==> src/rtl/spi_sram_burst_master_pkg.sv <==
// Shared types and constants for the SPI SRAM burst master.
// Command opcodes follow 23LC-style serial SRAMs.
package spi_sram_pkg;

  localparam logic [7:0] CMD_READ  = 8'h03;
  localparam logic [7:0] CMD_WRITE = 8'h02;
  localparam int         ADDR_BITS = 24;

  typedef enum logic [2:0] {IDLE, CMD, ADDR, TURN, DATA, GAP} spi_mst_state_t;

  // Address bytes go out MSB first; idx 2 selects addr[23:16].
  function automatic logic [7:0] addr_byte(input logic [ADDR_BITS-1:0] a, input logic [1:0] idx);
    case (idx)
      2'd2:    return a[23:16];
      2'd1:    return a[15:8];
      default: return a[7:0];
    endcase
  endfunction

endpackage

==> src/rtl/spi_sram_burst_master_if.sv <==
// CPU request/data handshake plus SPI pins of the burst master.
// Request: accepted on the posedge where req_valid && req_ready; wr_ready/rd_valid are one-cycle strobes with no back-pressure.
interface spi_sram_burst_master_if #(
  parameter int BURST_W = 4
);
  logic                             req_valid;
  logic                             req_ready;
  logic                             req_wr;
  logic [spi_sram_pkg::ADDR_BITS-1:0] req_addr;
  logic [BURST_W-1:0]               req_len;
  logic                             wr_ready;
  logic [7:0]                       wr_data;
  logic                             rd_valid;
  logic [7:0]                       rd_data;
  logic                             busy;
  logic                             cs_n;
  logic                             mosi;
  logic                             miso;

  modport master (
    input  req_valid, req_wr, req_addr, req_len, wr_data, miso,
    output req_ready, wr_ready, rd_valid, rd_data, busy, cs_n, mosi
  );

  modport slave (
    output req_valid, req_wr, req_addr, req_len, wr_data, miso,
    input  req_ready, wr_ready, rd_valid, rd_data, busy, cs_n, mosi
  );
endinterface

==> src/rtl/spi_sram_burst_master_bit_shifter.sv <==
// 8-bit MSB-first serializer with a serial-in capture path.
// cap presents the 7 captured bits plus the live input, i.e. the full byte on its last bit.
module spi_bit_shifter (
  input  logic       clk,
  input  logic       rst,
  input  logic       load,
  input  logic [7:0] load_data,
  input  logic       shift,
  input  logic       sample,
  input  logic       sin,
  output logic       sout,
  output logic [7:0] cap
);
  logic [7:0] sreg;
  logic [6:0] hist;

  always_ff @(posedge clk or posedge rst) begin
    if (rst) begin
      sreg <= 8'h00;
      hist <= 7'h00;
    end else begin
      if (load)       sreg <= load_data;
      else if (shift) sreg <= {sreg[6:0], 1'b0};
      if (sample)     hist <= cap[6:0];
    end
  end

  assign sout = sreg[7];
  assign cap  = {hist, sin};
endmodule

==> src/rtl/spi_sram_burst_master.sv <==
// CPU-side SPI master issuing 23LC-style READ/WRITE bursts of 1..2**BURST_W bytes.
// The SPI bit clock is clk; one bit per cycle, MSB first.
module spi_sram_burst_master
  import spi_sram_pkg::*;
#(
  parameter int BURST_W = 4,
  parameter int RD_LAT  = 1,
  parameter int CS_GAP  = 1
) (
  input  logic                    clk,
  input  logic                    rst,
  spi_sram_burst_master_if.master bus,
  output spi_mst_state_t          state
);
  localparam logic [2:0] TURN_LAST = 3'(RD_LAT - 1);
  localparam logic [2:0] GAP_LAST  = 3'(CS_GAP - 1);

  spi_mst_state_t cur_state, nxt_state;
  logic [2:0]         bit_cnt, bit_cnt_nxt;
  logic [BURST_W-1:0] byte_cnt, byte_cnt_nxt;
  logic [1:0]         addr_idx, addr_idx_nxt;
  logic               wr_mode;
  logic [23:0]        addr;
  logic [BURST_W-1:0] len;
  logic               accept, byte_end;
  logic               sh_load, sh_shift, sh_sample;
  logic [7:0]         sh_data, cap;
  logic               wr_ready_nxt, rd_valid_nxt, cs_n_nxt, busy_nxt;

  assign bus.req_ready = (cur_state == IDLE) && !rst;
  assign accept        = bus.req_valid && bus.req_ready;
  assign byte_end      = (bit_cnt == 3'd7);
  assign state         = cur_state;

  always_ff @(posedge clk or posedge rst) begin
    if (rst) cur_state <= IDLE;
    else     cur_state <= nxt_state;
  end

  always_comb begin
    nxt_state = cur_state;
    case (cur_state)
      IDLE: if (accept) nxt_state = CMD;
      CMD:  if (byte_end) nxt_state = ADDR;
      ADDR: if (byte_end && addr_idx == 2'd0) nxt_state = (!wr_mode && RD_LAT != 0) ? TURN : DATA;
      TURN: if (bit_cnt == TURN_LAST) nxt_state = DATA;
      DATA: if (byte_end && byte_cnt == '0) nxt_state = GAP;
      GAP:  if (bit_cnt == GAP_LAST) nxt_state = IDLE;
      default: nxt_state = IDLE;
    endcase
  end

  // Byte boundaries reload the shifter; write strobes fire one bit early so wr_data lands on the reload edge.
  always_comb begin
    bit_cnt_nxt  = bit_cnt + 3'd1;
    byte_cnt_nxt = byte_cnt;
    addr_idx_nxt = addr_idx;
    sh_load      = 1'b0;
    sh_data      = 8'h00;
    sh_shift     = 1'b0;
    sh_sample    = 1'b0;
    wr_ready_nxt = 1'b0;
    rd_valid_nxt = 1'b0;
    cs_n_nxt     = !(nxt_state inside {CMD, ADDR, TURN, DATA});
    busy_nxt     = (nxt_state != IDLE);
    case (cur_state)
      IDLE: begin
        bit_cnt_nxt = 3'd0;
        if (accept) begin
          sh_load = 1'b1;
          sh_data = bus.req_wr ? CMD_WRITE : CMD_READ;
        end
      end
      CMD: begin
        sh_shift = 1'b1;
        if (byte_end) begin
          sh_load      = 1'b1;
          sh_data      = addr_byte(addr, 2'd2);
          addr_idx_nxt = 2'd2;
        end
      end
      ADDR: begin
        sh_shift = 1'b1;
        if (wr_mode && addr_idx == 2'd0 && bit_cnt == 3'd6) wr_ready_nxt = 1'b1;
        if (byte_end) begin
          sh_load = 1'b1;
          if (addr_idx != 2'd0) begin
            addr_idx_nxt = addr_idx - 2'd1;
            sh_data      = addr_byte(addr, addr_idx - 2'd1);
          end else begin
            byte_cnt_nxt = len;
            sh_data      = wr_mode ? bus.wr_data : 8'h00;
          end
        end
      end
      TURN: if (bit_cnt == TURN_LAST) bit_cnt_nxt = 3'd0;
      DATA: begin
        sh_shift  = wr_mode;
        sh_sample = !wr_mode;
        if (wr_mode && bit_cnt == 3'd6 && byte_cnt != '0) wr_ready_nxt = 1'b1;
        if (byte_end) begin
          rd_valid_nxt = !wr_mode;
          sh_load      = 1'b1;
          sh_data      = (wr_mode && byte_cnt != '0) ? bus.wr_data : 8'h00;
          if (byte_cnt != '0) byte_cnt_nxt = byte_cnt - BURST_W'(1);
        end
      end
      default: ;
    endcase
  end

  always_ff @(posedge clk or posedge rst) begin
    if (rst) begin
      bit_cnt      <= 3'd0;
      byte_cnt     <= '0;
      addr_idx     <= 2'd0;
      wr_mode      <= 1'b0;
      addr         <= 24'h0;
      len          <= '0;
      bus.cs_n     <= 1'b1;
      bus.busy     <= 1'b0;
      bus.wr_ready <= 1'b0;
      bus.rd_valid <= 1'b0;
      bus.rd_data  <= 8'h00;
    end else begin
      bit_cnt      <= bit_cnt_nxt;
      byte_cnt     <= byte_cnt_nxt;
      addr_idx     <= addr_idx_nxt;
      if (accept) begin
        wr_mode <= bus.req_wr;
        addr    <= bus.req_addr;
        len     <= bus.req_len;
      end
      bus.cs_n     <= cs_n_nxt;
      bus.busy     <= busy_nxt;
      bus.wr_ready <= wr_ready_nxt;
      bus.rd_valid <= rd_valid_nxt;
      if (rd_valid_nxt) bus.rd_data <= cap;
    end
  end

  spi_bit_shifter u_shifter (
    .clk       (clk),
    .rst       (rst),
    .load      (sh_load),
    .load_data (sh_data),
    .shift     (sh_shift),
    .sample    (sh_sample),
    .sin       (bus.miso),
    .sout      (bus.mosi),
    .cap       (cap)
  );
endmodule

==> src/flat_wrapper.sv <==
// flat-port wrapper written by rule: the top's interface ports become plain ports
module spi_sram_burst_master_flat import spi_sram_pkg::*;
#(
  parameter int BURST_W = 4,
  parameter int RD_LAT  = 1,
  parameter int CS_GAP  = 1
)
  (clk, rst, state, bus_req_valid, bus_req_wr, bus_req_addr, bus_req_len, bus_wr_data, bus_miso, bus_req_ready, bus_wr_ready, bus_rd_valid, bus_rd_data, bus_busy, bus_cs_n, bus_mosi);
  spi_sram_burst_master_if #(.BURST_W(BURST_W)) bus_i ();
  input  logic clk;
  input  logic rst;
  output spi_mst_state_t state;
  input wire logic [$bits(bus_i.req_valid)-1:0] bus_req_valid;
  input wire logic [$bits(bus_i.req_wr)-1:0] bus_req_wr;
  input wire logic [$bits(bus_i.req_addr)-1:0] bus_req_addr;
  input wire logic [$bits(bus_i.req_len)-1:0] bus_req_len;
  input wire logic [$bits(bus_i.wr_data)-1:0] bus_wr_data;
  input wire logic [$bits(bus_i.miso)-1:0] bus_miso;
  output wire logic [$bits(bus_i.req_ready)-1:0] bus_req_ready;
  output wire logic [$bits(bus_i.wr_ready)-1:0] bus_wr_ready;
  output wire logic [$bits(bus_i.rd_valid)-1:0] bus_rd_valid;
  output wire logic [$bits(bus_i.rd_data)-1:0] bus_rd_data;
  output wire logic [$bits(bus_i.busy)-1:0] bus_busy;
  output wire logic [$bits(bus_i.cs_n)-1:0] bus_cs_n;
  output wire logic [$bits(bus_i.mosi)-1:0] bus_mosi;
  assign bus_i.req_valid = bus_req_valid;
  assign bus_i.req_wr = bus_req_wr;
  assign bus_i.req_addr = bus_req_addr;
  assign bus_i.req_len = bus_req_len;
  assign bus_i.wr_data = bus_wr_data;
  assign bus_i.miso = bus_miso;
  assign bus_req_ready = bus_i.req_ready;
  assign bus_wr_ready = bus_i.wr_ready;
  assign bus_rd_valid = bus_i.rd_valid;
  assign bus_rd_data = bus_i.rd_data;
  assign bus_busy = bus_i.busy;
  assign bus_cs_n = bus_i.cs_n;
  assign bus_mosi = bus_i.mosi;
  spi_sram_burst_master #(.BURST_W(BURST_W), .RD_LAT(RD_LAT), .CS_GAP(CS_GAP)) u_core (.clk(clk), .rst(rst), .bus(bus_i), .state(state));
endmodule
==> config.mk <==
export PLATFORM = sky130hd
export DESIGN_NAME = spi_sram_burst_master_flat
export DESIGN_NICKNAME = d
export VERILOG_FILES = /design/src/rtl/spi_sram_burst_master_pkg.sv /design/src/rtl/spi_sram_burst_master_if.sv /design/src/rtl/spi_sram_burst_master_bit_shifter.sv /design/src/rtl/spi_sram_burst_master.sv /design/src/flat_wrapper.sv
export SDC_FILE = /design/constraint.sdc
export NUM_CORES = 1
export LEC_CHECK = 0
export BUFFER_PORTS_ARGS = -buffer_cell sky130_fd_sc_hd__buf_2
export CAP_MARGIN = 40
export CELL_PAD_IN_SITES_DETAIL_PLACEMENT = 1
export CELL_PAD_IN_SITES_GLOBAL_PLACEMENT = 1
export CORE_UTILIZATION = 44
export DETAILED_ROUTE_END_ITERATION = 8
export PLACE_DENSITY = 0.75
export SLEW_MARGIN = 0
export SYNTH_ARGS = -nofsm -noshare
export SYNTH_HDL_FRONTEND = slang
export SYNTH_HIERARCHICAL = 1
export SYNTH_SLANG_ARGS = --single-unit
==> constraint.sdc <==
create_clock -name clk -period 2.15 [get_ports clk]
set_input_delay 0.215 -clock clk [delete_from_list [all_inputs] [get_ports clk]]
set_output_delay 0.215 -clock clk [all_outputs]
set_load 0.01 [all_outputs]
### Word-level counts from Yosys, hierarchy flattened

Cells that the tools add are included.

| cells by class | value |
|---|---|
| $add $sub $neg | 3 |
| equality and inequality tests | 19 |
| muxes and demuxes | 41 |
| reductions and logical operators | 27 |

Operator list:

| cell | count |
|---|---|
| $mux W8 | 9 |
| $pmux W8 S4 | 1 |
| $mux W3 | 8 |
| $pmux W3 S6 | 1 |
| $mux W4 | 4 |
| $pmux W8 S2 | 1 |
| $eq A3 B3 Y1 const B | 5 |
| $eq A3 B2 Y1 const B | 4 |
| $ne A2 B1 Y1 const B | 5 |
| $logic_and A1 B1 Y1 | 9 |
| $mux W1 | 8 |
| $pmux W4 S2 | 1 |
| $reduce_bool A2 Y1 | 4 |
| $reduce_bool A4 Y1 | 2 |
| $eq A3 B1 Y1 const B | 2 |
| $logic_not A3 Y1 | 2 |
| $mux W2 | 3 |
| $pmux W1 S2 | 3 |
| $pmux W3 S2 | 1 |
| $reduce_and A5 Y1 | 1 |
| $logic_not A4 Y1 | 1 |
| $pmux W2 S2 | 1 |
| $reduce_and A4 Y1 | 1 |
| $sub A4 B1 Y4 const B | 1 |
| other kinds (10) | 12 |

| storage, ports and cells | value |
|---|---|
| bits in registers | 68 |
| input bits | 41 |
| output and inout port bits | 17 |
| word-level logic and storage cells | 104 |

### Depth between registers and ports, before layout

| logic depth | value |
|---|---|
| word-level depth | 8 |
| depth in mapped cells | 9 |
| mapped depth without buffers | 8 |

### Modules after synthesis

The synthesis kept the hierarchy.

By module, submodules not included:

| module | times used | cells each | area an instance (um^2) | seq. area each (um^2) |
|---|---|---|---|---|
| spi_sram_burst_master | 1 | 231 | 2650.0 | 1327.5 |
| spi_bit_shifter | 1 | 51 | 671.9 | 375.4 |

### Worst setup path after synthesis

Ideal clock, no wire load.

| timing path | value |
|---|---|
| path kind | register -> register |
| start | reg u_core.cur_state[2], in the netlist u_core/state[2] |
| end | reg u_core.u_shifter.sreg[1] |
| library setup time | 0.121 ns |
| arrival | 1.959 ns |
| data required time | 2.029 ns |
| slack | 0.070 ns |
| stages on the path, launching flop included | 8 |
| buffers on the path | 3 |
| clock period less this slack | 2.080 ns |
| cell sequence | dfrtp_1 -> buf_4 -> nor4_1 -> nand2_2 -> buf_4 -> nand2_1 -> buf_6 -> o21ai_1 |

| between the ends | value |
|---|---|
| longest elaborated chain between the ends | 6 |
| elaborated cells between the ends (all ways) | 15 |
| those cells by class | eq/ne (3); mux (6); reduce/logical (6) |

RTL lines:

| what | RTL line | source |
|---|---|---|
| start: declaration | spi_sram_burst_master.sv:18 | `spi_mst_state_t cur_state, nxt_state;` |
| start signal: assignment | spi_sram_burst_master.sv:37 | `else cur_state <= nxt_state;` |
| $logic_not A3 Y1 * | spi_sram_burst_master.sv:30 | `assign bus.req_ready = (cur_state == IDLE) && !rst;` |
| $logic_and A1 B1 Y1 * | spi_sram_burst_master.sv:30 |  |
| via bus_req_ready | flat_wrapper.sv:19 | `output wire logic [$bits(bus_i.req_ready)-1:0] bus_req_ready;` |
| $logic_and A1 B1 Y1 * | spi_sram_burst_master.sv:31 | `assign accept = bus.req_valid && bus.req_ready;` |
| $mux W1 * | spi_sram_burst_master.sv:69 | `if (accept) begin` |
| $pmux W1 S2 * | spi_sram_burst_master.sv:66 | `case (cur_state)` |
| via u_core.sh_load | spi_sram_burst_master.sv:26 | `logic sh_load, sh_shift, sh_sample;` |
| $mux W8 or $reduce_bool A2 Y1 (tied branches) | n/a |  |
| end signal: assignment | spi_sram_burst_master_bit_shifter.sv:22 | `if (load) sreg <= load_data;` |
| end signal: assignment | spi_sram_burst_master_bit_shifter.sv:23 | `else if (shift) sreg <= {sreg[6:0], 1'b0};` |
| end: declaration | spi_sram_burst_master_bit_shifter.sv:14 | `logic [7:0] sreg;` |

The timed path passes the listed nets; every way through them passes the cells marked *.
A chain may end at the register's enable or synchronous reset.

### Worst setup path after layout

| timing path | value |
|---|---|
| start | reg u_core.cur_state[1], in the netlist u_core/state[1] |
| end | reg u_core.byte_cnt[1] |

| between the ends | value |
|---|---|
| longest elaborated chain between the ends | 3 |
| elaborated cells between the ends (all ways) | 9 |
| those cells by class | eq/ne (6); mux (1); reduce/logical (2) |

RTL lines:

| what | RTL line | source |
|---|---|---|
| $eq A3 B3 Y1 or $eq A3 B2 Y1 (tied branches) | spi_sram_burst_master.sv:66 |  |
| $ne A2 B1 Y1 (no source line), or another cell as far along | n/a |  |
| $reduce_and A5 Y1 (no source line) | n/a |  |
| end signal: assignment | spi_sram_burst_master.sv:127 | `byte_cnt <= byte_cnt_nxt;` |
| end: declaration | spi_sram_burst_master.sv:20 | `logic [BURST_W-1:0] byte_cnt, byte_cnt_nxt;` |

Parallel ways exist; a longest one is shown, timed or not.

==> impl_summary.txt <==
----------------------------------------------------
[Outcome]
  Result of the run ... complete, no violations

[Synth]
  FFs w/ async S/R, synth ... 1.000
  Post-Synthesis Cell Area ... roughly 0.0033 mm²
  Synth top area share ... 0.5047
  Syn. warnings ... 6
  Post-synthesis sequential element count ... 68
  Top cell type by total area after synthesis ... dfrtp_1
  Primary flip-flop cell chosen by synthesis mapping ... dfrtp_1
  Part of the Yosys area used for sequential elements ... 0.5126
  Top cells by area in the synthesized netlist ... dfrtp_1 (50%), mux2_2 (13%), ha_1 (3.4%)
  Yosys cell types ... 48
  Mean instance size in the synthesized netlist ... approximately 12 µm²
  Post-Syn Nets ... between 300 and 400
  EDFF count, synth ... 0
  Number of instances in the synthesized netlist ... around 280

[Detailed routing]
  WL per Instance ... 17.07 µm
  Number of DRC violations after detailed-routing iteration 0 ... 112
  Final WL ... just under 8000 µm
  Via/cell ratio ... 5.345
  TritonRoute pass-1 iters ... 4
  # DRC ... 0
  DRT antenna net count ... 0
  Vias after detailed routing ... about 2,400

[Timing]
  Max-slew headroom ... 0.6051
  Period utilisation layout ... 0.9150
  Final number of hold-violating endpoints ... 0
  Minimum clock period after layout ... about 2.0 ns
  Maximum operating frequency ... between 500 and 600 MHz
  Number of max-slew violations in the final report ... 0
  Tightest hold margin ... roughly 0.099 ns
  Worst setup skew after layout ... approximately 0.010 ns
  Final setup TNS ... 0 ns
  RSZ-0062 raised after global routing ... false
  # setup viols final ... 0
  Worst Max-Slew Pin Slew ... around 0.59 ns

[Floorplanning]
  Floorplan die width ... slightly below 90 µm
  Floorplan Core Area ... about 0.0073 mm²
  Vert. Die Dim ... slightly below 90 µm
  Site Rows ... 31
  Die footprint ... approximately 0.008 mm²
  Initial Util ... 0.4556
  I/O pin cnt ... 58

[Clock network]
  Clock H-tree levels ... 3
  Later-pin clock latency in the skew report ... approximately 0.34 ns
  Maximum buffer depth of the clock tree ... 2
  Sink Count ... between 60 and 70
  Root buf cell ... clkbuf_8
  Clock slew at reported path FFs ... around 0.08 ns
  Setup repair bufs after CTS ... 0
  Clock tree from TritonCTS ... built
  CTS Buf Count ... 9

[Hold path]
  Kind of path behind the tightest hold check ... primary input to flip-flop
  Min-Delay Path Depth ... 2

[Critical path]
  Required time of the critical path ... roughly 2.4 ns
  Max FO, Critical Path ... 8
  Arr. time, crit path ... between 2 and 2.5 ns
  Type of element capturing the critical path ... flip-flop
  Kind of launch point of the worst setup path ... flip-flop
  Cell count of the worst reg-to-reg path ... 5
  Worst Path Class, Setup ... flip-flop to flip-flop

[Power]
  Cell area power density ... between 1000 and 1500 mW/mm²
  Maximum VDD drop ... just under 0.5 mV
  Final Total Pwr ... 0.004805 W
  Static Leakage ... 1.953 nW

[Final layout]
  Proportion of layout cells with a drive suffix above 1 ... 0.3933
  Antenna Diode Count ... 0
  Layout overhead on the synthesized area ... 20.23%
  NumNets Final ... about 400

[Placement]
  Detailed-placement wirelength estimate ... between 5000 and 6000 µm
  Port-buffer cells ... between 50 and 60
  Placer Congestion ... approximately 0.84

[Global route]
  Top Usage Layer GRT ... met2
  Via count of the first global-routing pass ... approximately 2,600
  Pin count of the biggest net entering global routing ... 31
  Antenna violations before repair ... 0
  Met1 Track Usage GR ... 0.2747
  Total gr overflow ... 0
  Overall routing resource usage ... 0.2169
  Met3 GRT Util ... 0.03786
  Wire length of the first global-routing pass ... roughly 13,000 µm
  Fraction of met2 tracks used by global routing ... 0.3615

[Job]
  Maximum Capacitance Violations ... 0

----------------------------------------------------
flip-flops by register name (all words and copies together) (netlist names):
name                   count
u_core/bus.cs_n            1
u_core/bus.busy            1
u_core/bus.rd_valid        1
u_core/u_shifter/sreg      8
u_core/len                 4
u_core/addr               24
u_core/bus.wr_ready        1
u_core/state               3
u_core/bus.rd_data         8
u_core/u_shifter/hist      7
u_core/byte_cnt            4
u_core/bit_cnt             3
u_core/wr_mode             1
u_core/addr_idx            2
area by class of cell:
cell class                      count  area, µm²
Tap cell                           99      123.9
Clock inverter                      5      60.06
Fill cell                         839       3298
Multi-Input combinational cell    185       1466
Clock buffer                       11      151.4
Sequential cell                    68       1703
Timing Repair Buffer               74      440.4
Inverter                           13      48.80
worst max-delay path: stages, from the launching register on:
cell	delay, ns
dfrtp_1	0.47
or3b_1	0.43
buf_4	0.18
o22ai_2	0.31
o21ai_0	0.20
a22o_1	0.26
report_power, final:
part / leakage, nW / total, W / internal [W] / switching (W)
Combinational: 0.986 / 0.00160 / 0.000824 / 0.000773
Sequential: 0.862 / 0.00211 / 0.00175 / 0.000362
Clock: 0.106 / 0.00109 / 0.000601 / 0.000493
path summary, 6_finish.rpt:
path	start	endpoint	slack, ns
worst max register to register	u_core/state[1]	u_core/byte_cnt[1]	0.18
worst min-delay path	bus_req_addr[2]	u_core/addr[2]	0.1
worst min register to register	u_core/bit_cnt[0]	u_core/bit_cnt[0]	0.48
min in group asynchronous	rst	u_core/byte_cnt[1]	0.50
worst max-delay path	u_core/state[1]	u_core/byte_cnt[1]	0.18
max in group asynchronous	rst	u_core/bus.cs_n	1.04
cell usage after synthesis, types with 3 or more instances:
| master | count |
|---|---|
| nor3b_1 | 3 |
| nand2b_1 | 3 |
| mux2i_1 | 9 |
| inv_1 | 13 |
| o21ai_1 | 7 |
| nand3_1 | 3 |
| mux2_4 | 7 |
| ha_1 | 9 |
| dfrtp_1 | 67 |
| clkbuf_1 | 5 |
| a22o_1 | 4 |
| mux2_2 | 37 |
| nand2_1 | 26 |
| a22oi_1 | 7 |
| o22ai_1 | 3 |
| buf_6 | 4 |
| o21ai_0 | 8 |
| buf_4 | 4 |
| nand4_1 | 3 |
| nor2b_1 | 4 |
| nor2_1 | 8 |
| a21oi_1 | 13 |
| a221o_1 | 7 |
cells in the final DEF (no fill, tap or decap), types with 8 or more instances in the layout:
cell type	synthesis	routed
a21oi_1	13	13
buf_2	1	57
buf_4	4	14
clkbuf_8	0	11
dfrtp_1	67	67
ha_1	9	9
inv_1	13	12
mux2_2	37	37
mux2i_1	9	9
nand2_1	26	26
nor2_1	8	8
o21ai_0	8	8
metrics by stage:
step	util	std cells	worst slack (ns)	instance area (µm²)
2_1_floorplan	-	282	0.07007	3322
3_3_place_gp	0.5170	438	0.2084	3770
3_5_place_dp	0.5170	438	0.1160	3770
4_1_cts	0.5474	455	0.09552	3991
5_1_grt	0.5477	455	0.04389	3994
6_report	0.5477	455	0.1827	3994
cell families after synthesis:
| kind of cell | synth area share |
|---|---|
| AND/OR/NAND/NOR | 0.1002 |
| multiplexers | 0.1842 |
| buffers and inverters | 0.04670 |
| XOR/XNOR | 0.002637 |
| adder cells (fa/ha/maj) | 0.03390 |
| AO/OA/AOI/OAI | 0.1198 |
| flip-flops | 0.5126 |
per-layer routing:
metal / up-vias / share of wire / wire length, µm
met5: - / 0 / 0
met4: 0 / 0.023 / 180
met3: 15 / 0.034 / 267
met2: 59 / 0.49 / 3791
met1: 1209 / 0.45 / 3529
li1: 1149 / - / -
timing repair:
item / in CTS / in global routing
setup endpoints to repair: 0 / 1
gates resized for setup: 0 / 1
endpoints found under the hold margin: 38 / 0
hold buffers: 1 / 0
Note: power is estimated with default switching activity, not from simulation.
